File: src/rtl/goertzel_pkg.sv
// rtl/goertzel_pkg.sv - shared Goertzel types, state encoding, Q-format and saturation limits
package goertzel_pkg;

    localparam int GTG_W   = 24;
    localparam int GTG_C_W = 18;
    localparam int GTG_L_W = 16;

    localparam logic [1:0] ST_IDLE = 2'd0;
    localparam logic [1:0] ST_RUN  = 2'd1;
    localparam logic [1:0] ST_DONE = 2'd2;

    typedef enum logic [1:0] {
        GTG_IDLE = ST_IDLE,
        GTG_RUN  = ST_RUN,
        GTG_DONE = ST_DONE
    } gtg_state_e;

    // Coefficients are 2*cos(w) in Q2.(C_W-2): two integer bits cover [-2, 2).
    localparam int GTG_Q_FRAC = GTG_C_W - 2;

    localparam logic signed [GTG_W-1:0] W_MAX = {1'b0, {(GTG_W-1){1'b1}}};
    localparam logic signed [GTG_W-1:0] W_MIN = {1'b1, {(GTG_W-1){1'b0}}};

    function automatic int q_frac(input int c_w);
        return c_w - 2;
    endfunction

endpackage

File: src/rtl/goertzel_tone_gen_mac.sv
// rtl/goertzel_tone_gen_mac.sv - resonator step s0 = ((coef*s1)>>>frac) - s2; saturates when GTG_SAT_EN is defined
module gtg_mac
    import goertzel_pkg::*;
#(
    parameter int W   = GTG_W,
    parameter int C_W = GTG_C_W
) (
    input  logic signed [C_W-1:0] coef,
    input  logic signed [W-1:0]   s1,
    input  logic signed [W-1:0]   s2,
    output logic signed [W-1:0]   s0
);

`ifdef GTG_SAT_EN
    localparam bit SAT_EN = 1'b1;
`else
    localparam bit SAT_EN = 1'b0;
`endif

    localparam int FRAC = q_frac(C_W);
    localparam int DW   = W + C_W + 1;

    localparam logic signed [DW-1:0] LIM_MAX = {{(C_W+2){1'b0}}, {(W-1){1'b1}}};
    localparam logic signed [DW-1:0] LIM_MIN = {{(C_W+2){1'b1}}, {(W-1){1'b0}}};

    logic signed [W+C_W-1:0] w_prod;
    logic signed [W+C_W-1:0] w_shift;
    logic signed [DW-1:0]    w_diff;

    assign w_prod  = coef * s1;
    // Floor division by 2^FRAC; the difference is kept wide enough never to overflow.
    assign w_shift = w_prod >>> FRAC;
    assign w_diff  = w_shift - s2;

    always_comb begin
        s0 = w_diff[W-1:0];
        if (SAT_EN && (w_diff > LIM_MAX)) begin
            s0 = LIM_MAX[W-1:0];
        end else if (SAT_EN && (w_diff < LIM_MIN)) begin
            s0 = LIM_MIN[W-1:0];
        end
    end

endmodule

File: src/rtl/goertzel_tone_gen.sv
// rtl/goertzel_tone_gen.sv - recursive sinusoid generator (Goertzel resonator, no input); GTG_SAT_EN selects saturating state update
module goertzel_tone_gen
    import goertzel_pkg::*;
#(
    parameter int W   = GTG_W,
    parameter int C_W = GTG_C_W,
    parameter int L_W = GTG_L_W
) (
    input  logic                 clk,
    input  logic                 rst_n,
    input  logic                 en,
    input  logic                 start,
    input  logic signed [C_W-1:0] coef,
    input  logic signed [W-1:0]   init,
    input  logic [L_W-1:0]        len,
    output logic                 busy,
    output logic signed [W-1:0]   y,
    output logic                 y_valid,
    output logic                 done
);

    logic [1:0]            r_state;
    logic signed [C_W-1:0] r_coef;
    logic signed [W-1:0]   r_s1;
    logic signed [W-1:0]   r_s2;
    logic [L_W-1:0]        r_cnt;
    logic signed [W-1:0]   r_y;
    logic                  r_y_valid;
    logic                  r_done;
    logic                  r_busy;

    logic signed [W-1:0]   w_s0;
    logic                  w_accept;

    gtg_mac #(
        .W   (W),
        .C_W (C_W)
    ) u_mac (
        .coef (r_coef),
        .s1   (r_s1),
        .s2   (r_s2),
        .s0   (w_s0)
    );

    // busy stays high through the done cycle, so a start there is also refused.
    assign w_accept = (r_state == ST_IDLE) && !r_busy && start;

    always_ff @(posedge clk or negedge rst_n) begin
        if (!rst_n) begin
            r_state   <= ST_IDLE;
            r_coef    <= '0;
            r_s1      <= '0;
            r_s2      <= '0;
            r_cnt     <= '0;
            r_y       <= '0;
            r_y_valid <= 1'b0;
            r_done    <= 1'b0;
            r_busy    <= 1'b0;
        end else begin
            r_y_valid <= 1'b0;
            r_done    <= 1'b0;
            if (w_accept) begin
                r_busy <= 1'b1;
            end else if (r_done) begin
                r_busy <= 1'b0;
            end
            case (r_state)
                ST_IDLE: begin
                    if (w_accept) begin
                        r_coef  <= coef;
                        r_s1    <= init;
                        r_s2    <= '0;
                        r_cnt   <= len;
                        r_state <= (len == '0) ? ST_DONE : ST_RUN;
                    end
                end
                ST_RUN: begin
                    if (en) begin
                        r_y       <= r_s1;
                        r_y_valid <= 1'b1;
                        r_s2      <= r_s1;
                        r_s1      <= w_s0;
                        r_cnt     <= r_cnt - 1'b1;
                        if (r_cnt == L_W'(1)) begin
                            r_state <= ST_DONE;
                        end
                    end
                end
                ST_DONE: begin
                    r_done  <= 1'b1;
                    r_state <= ST_IDLE;
                end
                default: begin
                    r_state <= ST_IDLE;
                end
            endcase
        end
    end

    assign busy    = r_busy;
    assign y       = r_y;
    assign y_valid = r_y_valid;
    assign done    = r_done;

endmodule

File: config.mk
export PLATFORM = sky130hd
export DESIGN_NAME = goertzel_tone_gen
export DESIGN_NICKNAME = d
export VERILOG_FILES = /design/src/rtl/goertzel_pkg.sv /design/src/rtl/goertzel_tone_gen_mac.sv /design/src/rtl/goertzel_tone_gen.sv
export SDC_FILE = /design/constraint.sdc
export NUM_CORES = 1
export LEC_CHECK = 0
export CAP_MARGIN = 10
export CORE_MARGIN = 2
export CORE_UTILIZATION = 55
export DETAILED_ROUTE_END_ITERATION = 7
export HOLD_SLACK_MARGIN = 0.15
export PLACE_DENSITY = 0.79
export SYNTH_ARGS = -nofsm -noshare
export SYNTH_HDL_FRONTEND = slang
export SYNTH_SLANG_ARGS = --single-unit
File: constraint.sdc
create_clock -name clk -period 10.7 [get_ports clk]
set_input_delay 2.675 -clock clk [delete_from_list [all_inputs] [get_ports clk]]
set_output_delay 2.675 -clock clk [all_outputs]
set_load 0.03 [all_outputs]
==> metrics.cfg <==
[run_status]
status = completed

[sta]
period_minus_slack_ns = 9.03
hold_viol = 0
finalMaxSlewViolations = 0
clock_skew_ns = 0.0176
tightestPinTransition_ns = 1.20
fmaxAchievable_ghz = 0.111
setup_violations = 0
slew_headroom_pct = 19.9
rsz0062_at_grt = false
holdWs_ns = 0.456
fin_ws_ns = 1.67
tns_ns = 0
finalCritPeriodShare_pct = 84.4

[clocking]
clkSinkCount = 111
cts_buffers = 9
clk_pin_slew_ns = 0.08
cts_hold_buf = 0
cts_tree = yes
clk_path_buf_depth = 2
root_buffer = clkbuf_16
clk_latency_ns = 0.38
cts_setup_buffers = 0
ctsResizeCount = 0
htree_levels = 3

[finish]
final_nets = 2868
antennaDiodeCount = 0
area_growth_pct = 7.29
nFillCells = 3004
drive_above_1_share_pct = 2.37
final_cell_area_mm2 = 0.0217

[worst_setup_path]
crit_path_start = r_coef[17]
required_ns = 10.95
cpMostUsedCell = fa_1
end_kind = register
critPathMaxFanout = 18
start_kind = register
critPathSlowestCell = clkinv_1
rr_startpoint = r_coef[17]
arrival_ns = 9.28
max_stage_delay_ns = 0.69
path_class = reg -> reg

[synth]
synth_top_flop_cell = dfrtp_1
yosysTopAreaCellShare_pct = 40.7
synth_seq_cells = 111
ys_warn_count = 0
yosysSeqAreaShare_pct = 13.8
async_flop_share_pct = 100
synth.most_common_cell = inv_1
synth.area.top_cells = fa_1 (41%), dfrtp_1 (14%), inv_1 (9.1%), ha_1 (7.6%), nand2_1 (7.4%)
syn_nets = 2868
synth_top_cells_by_count = inv_1 (491), fa_1 (411), nand2_1 (400)
synth_area_mm2 = 0.0202
syn_inst = 2273
synth.distinct_cells = 64
synth-edff-count = 0
syn_avg_cell_area_um2 = 8.88
synth_top_cell_by_area = fa_1

[floorplanning]
fp.dieArea_mm2 = 0.0383
io_pins = 89
core_mm2 = 0.0363
rows = 70
die_x_um = 196
fp.dieH_um = 196
initial_utilization_pct = 55.6

[detailed_routing]
via_count = 15400
drtPass1Iterations = 6
detail_route.wl_per_cell_um = 18.9
vias_per_cell = 5.62
drc = 0
drt_iter0_markers = 1099
wl_mm = 51.8
ant_nets = 0

[grt]
grt_pass1_vias = 17100
grt_first_pass_wirelength_mm = 86.7
grt_usage_pct = 29.0
overflow = 0
antenna_found_initial = 0
grt_max_degree = 76

[min_path]
hp-class = reg -> reg
hp-start = done

[placement]
hpwlAfterDp_mm = 39.9
port_buffers = 88
place_ws_ns = 1.85
gp_congestion = 0.908
placed_area_mm2 = 0.0214

[pwr]
p_per_area_mw_per_mm2 = 37.4
p_leak_uw = 0.0108
ir_worst_vdd_mv = 0.122

[flow_run]
maxCapViolCount = 0

-- worst max-delay path, delay by kind of cell, from the launching register on --
kind / cells / cell delay (ns)
flip-flops: 1 / 0.60
AND/OR/NAND/NOR: 5 / 1.15
AO/OA/AOI/OAI: 13 / 2.55
XOR/XNOR: 2 / 0.29
adder cells (fa/ha/maj): 8 / 3.50
buffers and inverters: 3 / 0.78
-- area by class of cell --
cell class / count / area (µm²) / share of cell area [%]
inverter: 492 / 1850 / 8.52
timing repair buffer: 105 / 1010 / 4.64
clock inverter: 7 / 77.6 / 0.358
multi-input combinational: 1554 / 15100 / 69.9
tap: 468 / 586 / 2.70
clock buffer: 9 / 225 / 1.04
sequential: 111 / 2780 / 12.8
-- final timing paths --
path                        endpoint  slack (ns)  cells past startpoint
min                             busy        0.46                      1
max reg2reg                 r_s1[21]        1.67                     31
min in group asynchronous  r_coef[2]        2.28                      1
max                         r_s1[21]        1.67                     31
max in group asynchronous  r_coef[1]        7.06                      2
min reg2reg                     busy        0.46                      1
-- cells in the final DEF (no fill, tap or decap), types with 4 or more instances in the layout --
cell type and n:
a21boi_0 5, a21o_1 12, a21oi_1 58, a22oi_1 4, a31oi_1 7, and2_1 182
and3_1 6, buf_4 18, clkbuf_16 9, clkdlybuf4s50_1 87, dfrtp_1 111, fa_1 411
ha_1 122, inv_1 491, nand2_1 400, nand2b_1 11, nand3_1 10, nand3b_1 4
nand4_1 11, nor2_1 80, nor2b_1 5, nor3_1 22, nor4_1 8, o2111ai_1 4
o21a_1 13, o21ai_0 74, xnor2_1 38, xor2_1 11
-- state kept, by name, summed over array words and instances, names as in the netlist, 2 cells and up --
signal / cells
r_cnt: 16
r_coef: 18
r_s1: 24
r_s2: 24
r_state: 2
y: 24
-- stage by stage --
| stage | util (%) | total power, µW | std cells |
|---|---|---|---|
| after floorplan | - | 431 | 2273 |
| after global placement | 58.8 | 466 | 2730 |
| after detailed placement | 58.8 | 466 | 2730 |
| after CTS | 59.6 | 812 | 2746 |
| final | 59.6 | 811 | 2746 |
| after global routing | 59.6 | 833 | 2746 |
-- cell families (layout without fill, tap and decap cells) --
group           count (synthesis)  count (layout)  synth area share, %
compound gates                216             216                 7.08
xor+xnor                       49              49                 2.13
fa+ha+maj                     533             533                 48.3
buf+inv                       608             613                 11.3
flops                         111             111                 13.8
mux                             3               3                0.149
simple gates                  753             753                 17.3
-- where the power goes --
group | internal, µW | leakage, µW | total [µW] | switching (µW)
combinational | 21.8 | 0.00925 | 38.6 | 16.8
clock | 166 | 0.000144 | 353 | 187
sequential | 419 | 0.00142 | 419 | 0
total | 607 | 0.0108 | 811 | 204
-- routing by layer --
layer	part of all wire, %	GRT usage (%)
met5	0	0
met4	5.7	14.7
met3	7.2	4.20
met2	49	49.6
met1	38	36.0
Note: power is estimated with default switching activity, not from simulation.
